$ cat config.mk
export PLATFORM = sky130hd
export DESIGN_NAME = f1_reaction_timer_flat
export DESIGN_NICKNAME = d
export VERILOG_FILES = /design/src/rtl/f1_reaction_timer_if.sv /design/src/rtl/f1_reaction_timer.sv /design/src/flat_wrapper.sv
export SDC_FILE = /design/constraint.sdc
export NUM_CORES = 1
export LEC_CHECK = 0
export ABC_AREA = 1
export CORE_ASPECT_RATIO = 1.75
export CORE_MARGIN = 8
export CORE_UTILIZATION = 57
export CTS_CLUSTER_SIZE = 28
export DETAILED_ROUTE_END_ITERATION = 16
export DONT_BUFFER_PORTS = 1
export PLACE_DENSITY = 0.75
export SETUP_SLACK_MARGIN = 0.15
export SYNTH_ARGS = -nofsm -noshare
export SYNTH_HDL_FRONTEND = slang
export SYNTH_SLANG_ARGS = --single-unit
$ cat constraint.sdc
create_clock -name clk -period 1.57 [get_ports clk]
set_clock_uncertainty 0.1 [all_clocks]
set_input_delay 0.314 -clock clk [delete_from_list [all_inputs] [get_ports clk]]
set_output_delay 0.314 -clock clk [all_outputs]
set_load 0.03 [all_outputs]
$ cat src/rtl/f1_reaction_timer_if.sv
// Light-bar bus between the F1 start-light sequencer (master) and its readers (slave).
interface f1_reaction_timer_if;
    logic [7:0] data;

    modport master (output data);
    modport slave  (input  data);
endinterface

$ cat src/rtl/f1_reaction_timer.sv
// F1 reaction timer: watches the start-light bar, times the driver from lights out to the
// trigger press in tick units, and flags jump starts and timeouts.
// Optional feature: define F1_BEST_TIME_EN to keep the best (minimum) valid reaction time.
module f1_reaction_timer #(
    parameter int unsigned CNT_WIDTH = 16,
    parameter int unsigned TIMEOUT   = 1000
) (
    input  logic                  clk,
    input  logic                  rst,
    f1_reaction_timer_if.slave    light_bar,
    input  logic                  tick_i,
    input  logic                  trigger_i,
    output logic [CNT_WIDTH-1:0]  react_time_o,
    output logic                  result_valid_o,
    output logic                  jump_start_o,
    output logic                  timeout_o,
    output logic                  busy_o,
    output logic [CNT_WIDTH-1:0]  best_time_o
);

    typedef enum logic [2:0] {StIdle, StArmed, StFull, StTiming, StDone, StJump} state_e;

    localparam logic [CNT_WIDTH-1:0] TimeoutCnt  = CNT_WIDTH'(TIMEOUT);
    localparam logic [CNT_WIDTH-1:0] TimeoutLast = CNT_WIDTH'(TIMEOUT - 1);

    state_e               state_q, state_d;
    logic [CNT_WIDTH-1:0] counter_q, counter_d;
    logic [CNT_WIDTH-1:0] react_time_q, react_time_d;
    logic                 result_valid_q, result_valid_d;
    logic                 jump_start_q, jump_start_d;
    logic                 timeout_q, timeout_d;
    logic                 busy_q, busy_d;
    logic                 trigger_q;
    logic                 press;
    logic [7:0]           bar;

    assign bar   = light_bar.data;
    // Only the rising edge counts, so a held button is a single press.
    assign press = trigger_i & ~trigger_q;

    // State register
    always_ff @(posedge clk) begin
        if (rst) begin
            state_q <= StIdle;
        end else begin
            state_q <= state_d;
        end
    end

    // Next-state logic
    always_comb begin
        state_d = state_q;
        unique case (state_q)
            StIdle: begin
                if (bar == 8'h01) state_d = StArmed;
            end
            StArmed: begin
                if (press)              state_d = StJump;
                else if (bar == 8'hFF)  state_d = StFull;
                else if (bar == 8'h00)  state_d = StIdle;
            end
            StFull: begin
                if (press)              state_d = StJump;
                else if (bar == 8'h00)  state_d = StTiming;
                else if (bar != 8'hFF)  state_d = StIdle;
            end
            StTiming: begin
                if (press)                                  state_d = StDone;
                else if (tick_i && counter_q == TimeoutLast) state_d = StDone;
            end
            StDone, StJump: begin
                // Holding the button parks here, which blocks re-arming.
                if (!trigger_i) state_d = StIdle;
            end
            default: state_d = StIdle;
        endcase
    end

    // Datapath and output next-values
    always_comb begin
        counter_d      = counter_q;
        react_time_d   = react_time_q;
        result_valid_d = 1'b0;
        jump_start_d   = jump_start_q;
        timeout_d      = timeout_q;
        unique case (state_q)
            StIdle: begin
                if (bar == 8'h01) begin
                    jump_start_d = 1'b0;
                    timeout_d    = 1'b0;
                end
            end
            StArmed: begin
                if (press) jump_start_d = 1'b1;
            end
            StFull: begin
                if (press)             jump_start_d = 1'b1;
                else if (bar == 8'h00) counter_d    = '0;
            end
            StTiming: begin
                // A tick coinciding with the press is not added to the result.
                if (press) begin
                    react_time_d   = counter_q;
                    result_valid_d = 1'b1;
                end else if (tick_i) begin
                    if (counter_q == TimeoutLast) begin
                        counter_d      = TimeoutCnt;
                        react_time_d   = TimeoutCnt;
                        timeout_d      = 1'b1;
                        result_valid_d = 1'b1;
                    end else begin
                        counter_d = counter_q + CNT_WIDTH'(1);
                    end
                end
            end
            default: ;
        endcase
        busy_d = (state_d == StArmed) || (state_d == StFull) || (state_d == StTiming);
    end

    // Registered datapath and outputs
    always_ff @(posedge clk) begin
        if (rst) begin
            counter_q      <= '0;
            react_time_q   <= '0;
            result_valid_q <= 1'b0;
            jump_start_q   <= 1'b0;
            timeout_q      <= 1'b0;
            busy_q         <= 1'b0;
            trigger_q      <= 1'b0;
        end else begin
            counter_q      <= counter_d;
            react_time_q   <= react_time_d;
            result_valid_q <= result_valid_d;
            jump_start_q   <= jump_start_d;
            timeout_q      <= timeout_d;
            busy_q         <= busy_d;
            trigger_q      <= trigger_i;
        end
    end

    assign react_time_o   = react_time_q;
    assign result_valid_o = result_valid_q;
    assign jump_start_o   = jump_start_q;
    assign timeout_o      = timeout_q;
    assign busy_o         = busy_q;

`ifdef F1_BEST_TIME_EN
    logic [CNT_WIDTH-1:0] best_time_q, best_time_d;

    // Best time: only a real press (never a timeout) that strictly beats the record
    always_comb begin
        best_time_d = best_time_q;
        if (state_q == StTiming && press && counter_q < best_time_q) begin
            best_time_d = counter_q;
        end
    end

    // Best-time register, lands in the same cycle as result_valid
    always_ff @(posedge clk) begin
        if (rst) begin
            best_time_q <= '1;
        end else begin
            best_time_q <= best_time_d;
        end
    end

    assign best_time_o = best_time_q;
`else
    assign best_time_o = '1;
`endif

endmodule

$ cat src/flat_wrapper.sv
// flat-port wrapper written by rule: the top's interface ports become plain ports
module f1_reaction_timer_flat 
#(
    parameter int unsigned CNT_WIDTH = 16,
    parameter int unsigned TIMEOUT   = 1000
)
  (clk, rst, tick_i, trigger_i, react_time_o, result_valid_o, jump_start_o, timeout_o, busy_o, best_time_o, light_bar_data);
  f1_reaction_timer_if light_bar_i ();
  input  logic clk;
  input  logic rst;
  input  logic tick_i;
  input  logic trigger_i;
  output logic [CNT_WIDTH-1:0] react_time_o;
  output logic result_valid_o;
  output logic jump_start_o;
  output logic timeout_o;
  output logic busy_o;
  output logic [CNT_WIDTH-1:0] best_time_o;
  input wire logic [$bits(light_bar_i.data)-1:0] light_bar_data;
  assign light_bar_i.data = light_bar_data;
  f1_reaction_timer #(.CNT_WIDTH(CNT_WIDTH), .TIMEOUT(TIMEOUT)) u_core (.clk(clk), .rst(rst), .light_bar(light_bar_i), .tick_i(tick_i), .trigger_i(trigger_i), .react_time_o(react_time_o), .result_valid_o(result_valid_o), .jump_start_o(jump_start_o), .timeout_o(timeout_o), .busy_o(busy_o), .best_time_o(best_time_o));
endmodule
### Word level (Yosys, flattened, before mapping)

Cells that the tools add are included.

| word-level totals | value |
|---|---|
| register bits after elaboration | 40 |
| bits of input ports | 12 |

| cells by class | value |
|---|---|
| add/sub/neg operators | 1 |
| eq/ne operators | 19 |
| muxes and demuxes | 30 |
| bitwise gates (word level) | 3 |
| reductions and logical operators | 17 |

Operator list:

| cell | number |
|---|---|
| 16-bit two-way mux | 8 |
| 16-bit case mux with 2 select lines | 1 |
| 3-bit two-way mux | 10 |
| 16-bit by 1-bit adder with 16-bit output, second input constant | 1 |
| 16-bit by 10-bit equality test with 1-bit output, second input constant | 1 |
| 3-bit case mux with 5 select lines | 1 |
| 3-bit by 2-bit equality test with 1-bit output, second input constant | 4 |
| 5-bit AND reduction | 2 |
| 2-bit nonzero test | 5 |
| 8-bit by 1-bit equality test with 1-bit output, second input constant | 1 |
| 8-bit equality test, second input constant | 1 |
| 8-bit logical NOT | 1 |
| 1-bit two-way mux | 8 |
| 2-bit by 1-bit != test with 1-bit output, second input constant | 4 |
| 8-bit != test, second input constant | 1 |
| 3-bit by 1-bit equality test with 1-bit output, second input constant | 2 |
| 3-bit equality test, second input constant | 2 |
| 2-bit != test, second input constant | 3 |
| 3-bit AND reduction | 2 |
| 2-bit OR reduction | 3 |
| 1-bit case mux with 2 select lines | 2 |
| 3-bit logical NOT | 1 |
| 1-bit logical OR | 2 |
| 1-bit inverter | 2 |
| other kinds (2) | 2 |

### Logic depth before layout (Yosys ltp)

| depth | value |
|---|---|
| depth in word-level cells | 8 |
| depth in mapped cells | 10 |

### Worst setup path after synthesis

Ideal clock, no wire load.

| timing | value |
|---|---|
| path kind | register -> register |
| from | reg u_core.counter_q[0] |
| to | reg u_core.counter_q[12] |
| setup time | 0.138 ns |
| data arrival time | 1.347 ns |
| required time | 1.332 ns |
| path slack | -0.014 ns |
| cell stages (with the launch flop) | 8 |
| period minus slack after synthesis | 1.584 ns |
| path through | dfxtp_1 -> ha_1 -> nand2_1 -> nor3_4 -> nand4_1 -> or2_0 -> nand3_2 -> a21oi_2 |

| on the way | value |
|---|---|
| cells in the longest elaborated chain, start to end | 5 |
| elaborated cells on any way between the ends | 6 |

RTL lines:

| item | line | text |
|---|---|---|
| start, declared | f1_reaction_timer.sv:27 | `logic [CNT_WIDTH-1:0] counter_q, counter_d;` |
| start signal, assigned | f1_reaction_timer.sv:132 | `counter_q <= counter_d;` |
| 16-bit by 1-bit adder with 16-bit output / 16-bit by 10-bit equality test with 1-bit output (equally long branches) | f1_reaction_timer.sv:112, f1_reaction_timer.sv:106 |  |
| 16-bit two-way mux (*) | f1_reaction_timer.sv:106 | `if (counter_q == TimeoutLast) begin` |
| 16-bit two-way mux (*) | f1_reaction_timer.sv:105 | `end else if (tick_i) begin` |
| 16-bit two-way mux (*) | f1_reaction_timer.sv:102 | `if (press) begin` |
| 16-bit case mux with 2 select lines (*) | f1_reaction_timer.sv:86 | `unique case (state_q)` |

Every way passes the cells marked *; elsewhere a longest branch is shown, timed or not. The select of a mux whose other input is x is not followed.
A chain may end at the register's enable or synchronous reset.

### Worst setup path after layout

| timing | value |
|---|---|
| from | reg u_core.counter_q[1] |
| to | reg u_core.react_time_q[8] (netlist: u_core.react_time_o[8]) |

| on the way | value |
|---|---|
| cells in the longest elaborated chain, start to end | 3 |

RTL lines:

| item | line | text |
|---|---|---|
| 16-bit by 10-bit equality test with 1-bit output | f1_reaction_timer.sv:106 |  |
| 2-bit nonzero test (no source line) | -- |  |
| 3-bit AND reduction (no source line) | -- |  |
| end signal, assigned | f1_reaction_timer.sv:133 | `react_time_q <= react_time_d;` |
| end, declared | f1_reaction_timer.sv:28 | `logic [CNT_WIDTH-1:0] react_time_q, react_time_d;` |

No other way between the ends.

==> impl_metrics.ini <==
[run_status]
status = finished, final reports clean

[detailed_routing]
vias = 2239
drtPass1Iterations = 4
drt-initial-drc-count = 97
wire_per_inst_um = 16.1
drt_wl_total_um = 6520
vias_per_cell = 5.53
route.detailed.drc = 0
drtAntennaViolNets = 0

[hold_path]
hold_class = primary input to register

[floorplanning]
dieArea_um2 = 6370
rows = 30
die_w_um = 63.8
initial_core_util_pct = 59.1
io-pin-count = 48
core_um2 = 3870
die-height_um = 99.7

[yosys]
ys_ff_latch = 40
ys_warn_count = 0
synthesis.area_um2 = 2280
ys_seq_area_share_pct = 35.1
avgSynthCellArea_um2 = 7.23
syn_inst = 316
synth_cell_types = 35
synthTopCellsByArea = dfxtp_1, nand2_1, nor2_1
yosys.area.top_type = dfxtp_1
yosys.area.top_type_share_pct = 35.1

[power_and_ir_drop]
p_leak_nw = 1.24
power_density_nw_per_um2 = 620
p_clk_share_pct = 36.6
power_mw = 1.80
combPwrFrac_pct = 7.3
intPower_mw = 1.34
p_switching_uw = 464
swShare_pct = 25.7
ir_worst_vdd_uv = 828
seqPwrFrac_pct = 56.2

[global_routing]
overflow = 0
grt_use_total_pct = 20.3
grt_pass1_vias = 2242
antenna_found_initial = 0
grt_pass1_wl_um = 10300
grt_max_degree = 31

[clock_network]
clock_latency_ps = 300
clkSlewWorstSetupHoldPaths_ps = 80
cts-buffers-inserted = 5
clk_path_buf_depth = 2
cts.sink_count = 40
cts_tree = yes
htree_levels = 2
clockRootBuffer = clkbuf_8

[worst_setup_path]
cp_slowest_stage_delay_ps = 380
cp_slowest_cell = dfxtp_4
crit_path_cell_trace = ha_4 -> nand3_2 -> nor2_2 -> nand3_2 -> nand2_4 -> buf_6 -> a21oi_2 -> a211oi_1
critPathMaxFanout = 6
cpMostUsedCell = nand3_2
crit_arrival_ps = 1650
cp-start-kind = register
cp.required_ps = 1680
critical_path_class = register to register
worstSetupEndpointType = register

[placement]
gp_congestion = 0.871
io_buffers = 0
place_area_um2 = 2530
dpl.cell_count = 386
dp_hpwl_um = 4420

[sta]
setup_violations = 0
fin_crit_sh_pct = 98.1
fin_crit_ps = 1540
max_freq_mhz = 649
whs_ps = 43.4
finalSetupTns_ps = 0
drv_slew = 0
hold_violations = 0
rsz0062_at_grt = yes

[cells_and_area]
final_common_cell = nand2_1
area_delta_synth_final_pct = 27.3
drive_gt1_share_pct = 37.0
post-route-cell-area_um2 = 2910
mostFrequentLayoutCells = nand2_1, buf_4, dfxtp_1, nor2_1, inv_1
diodes = 0
final_nets = 370
layout.cells.non_filler = 405

[run]
max_cap_viol_count = 0
==> sequential cells by signal, summed over array words and instances, names as in the netlist <==
name                   count
u_core.counter_q          16
u_core.react_time_o       16
u_core.state_q             3
u_core.busy_o              1
u_core.jump_start_o        1
u_core.result_valid_o      1
u_core.timeout_o           1
u_core.trigger_q           1
==> worst max-delay path: cells and delay by family (launching register included) <==
| kind | cells | cell delay (ps) |
|---|---|---|
| flip-flops | 1 | 380 |
| adder cells (fa/ha/maj) | 1 | 160 |
| AND/OR/NAND/NOR | 4 | 410 |
| AO/OA/AOI/OAI | 2 | 260 |
| buffers and inverters | 1 | 130 |
==> metal layers <==
metal  GRT usage, %  wire length [um]  vias to the layer above
met5              0                 0                        -
met4           14.7               329                        0
met3           4.73               338                       29
met2           39.2              3720                       79
met1           17.0              2130                     1065
li1               -                 -                     1066
==> Yosys cell counts <==
cell / count
buf_4: 16
nand2_4: 2
nor3_1: 7
nand2_1: 78
nand3b_1: 1
nand3_1: 16
o21ai_0: 9
o21bai_1: 1
a21oi_2: 9
nor2_4: 2
a211oi_1: 7
o211ai_4: 1
inv_2: 6
nor2_8: 4
o21ai_1: 3
conb_1: 1
clkbuf_1: 3
a21o_1: 1
a21oi_1: 24
buf_2: 1
nor2_2: 1
and3_1: 1
nand2_2: 3
inv_6: 1
nor2_1: 33
nor3_4: 1
ha_1: 1
o211ai_1: 1
nand4_1: 4
dfxtp_1: 40
nand3_2: 3
or2_0: 1
buf_6: 3
inv_1: 27
xor2_1: 4
==> power groups by stage <==
stage          registers, mW  clock network, mW  logic, mW
4_1_cts                 1.01              0.668      0.122
6_report                1.01              0.659      0.131
5_1_grt                 1.01              0.703      0.141
2_1_floorplan           1.04                  0      0.125
3_3_place_gp            1.04                  0     0.0976
3_5_place_dp            1.04                  0     0.0983
==> path summary, 6_finish.rpt <==
check                           slack, ps  depth (start not counted)                         startpoint                                   end
worst min register to register        380                          2  u_core.counter_q[13]$_SDFFE_PP0P_  u_core.react_time_o[13]$_SDFFE_PP0P_
worst max register to register         30                          8   u_core.counter_q[1]$_SDFFE_PP0P_   u_core.react_time_o[8]$_SDFFE_PP0P_
worst max-delay path                   30                          8   u_core.counter_q[1]$_SDFFE_PP0P_   u_core.react_time_o[8]$_SDFFE_PP0P_
worst min-delay path                   40                          2                          trigger_i           u_core.trigger_q$_SDFF_PP0_
==> final cells by class <==
type | count | area [um^2]
Sequential cell | 40 | 818
Clock buffer | 5 | 68.8
Inverter | 34 | 140
Timing Repair Buffer | 42 | 375
Tap cell | 48 | 60.1
Multi-Input combinational cell | 234 | 1430
Clock inverter | 2 | 12.5
Fill cell | 275 | 960
==> kinds of logic after synthesis <==
family	after synthesis	share of synthesized area (%)
simple gates	157	33.9
buf+inv	57	13.3
compound gates	56	15.6
flops	40	35.1
xor+xnor	4	1.53
fa+ha+maj	1	0.548
other cells	1	0.164
==> stage by stage <==
| stage | setup slack (ps) | utilization (%) |
|---|---|---|
| 3_3_place_gp | -8.32 | 65.4 |
| 2_1_floorplan | 37.6 | - |
| 4_1_cts | 45.9 | 72.3 |
| 6_report | 29.6 | 75.2 |
| 3_5_place_dp | -37.0 | 65.4 |
| 5_1_grt | -56.0 | 75.2 |
==> what timing repair did <==
action | in CTS | in global routing
hold buffers | 1 | 0
endpoints found under the setup margin | 39 | 39
endpoints found under the hold margin | 30 | 0
setup buffers | 8 | 3
pin swaps | 20 | 14
resized for setup | 32 | 26
Power figures use the tool's default switching activity.
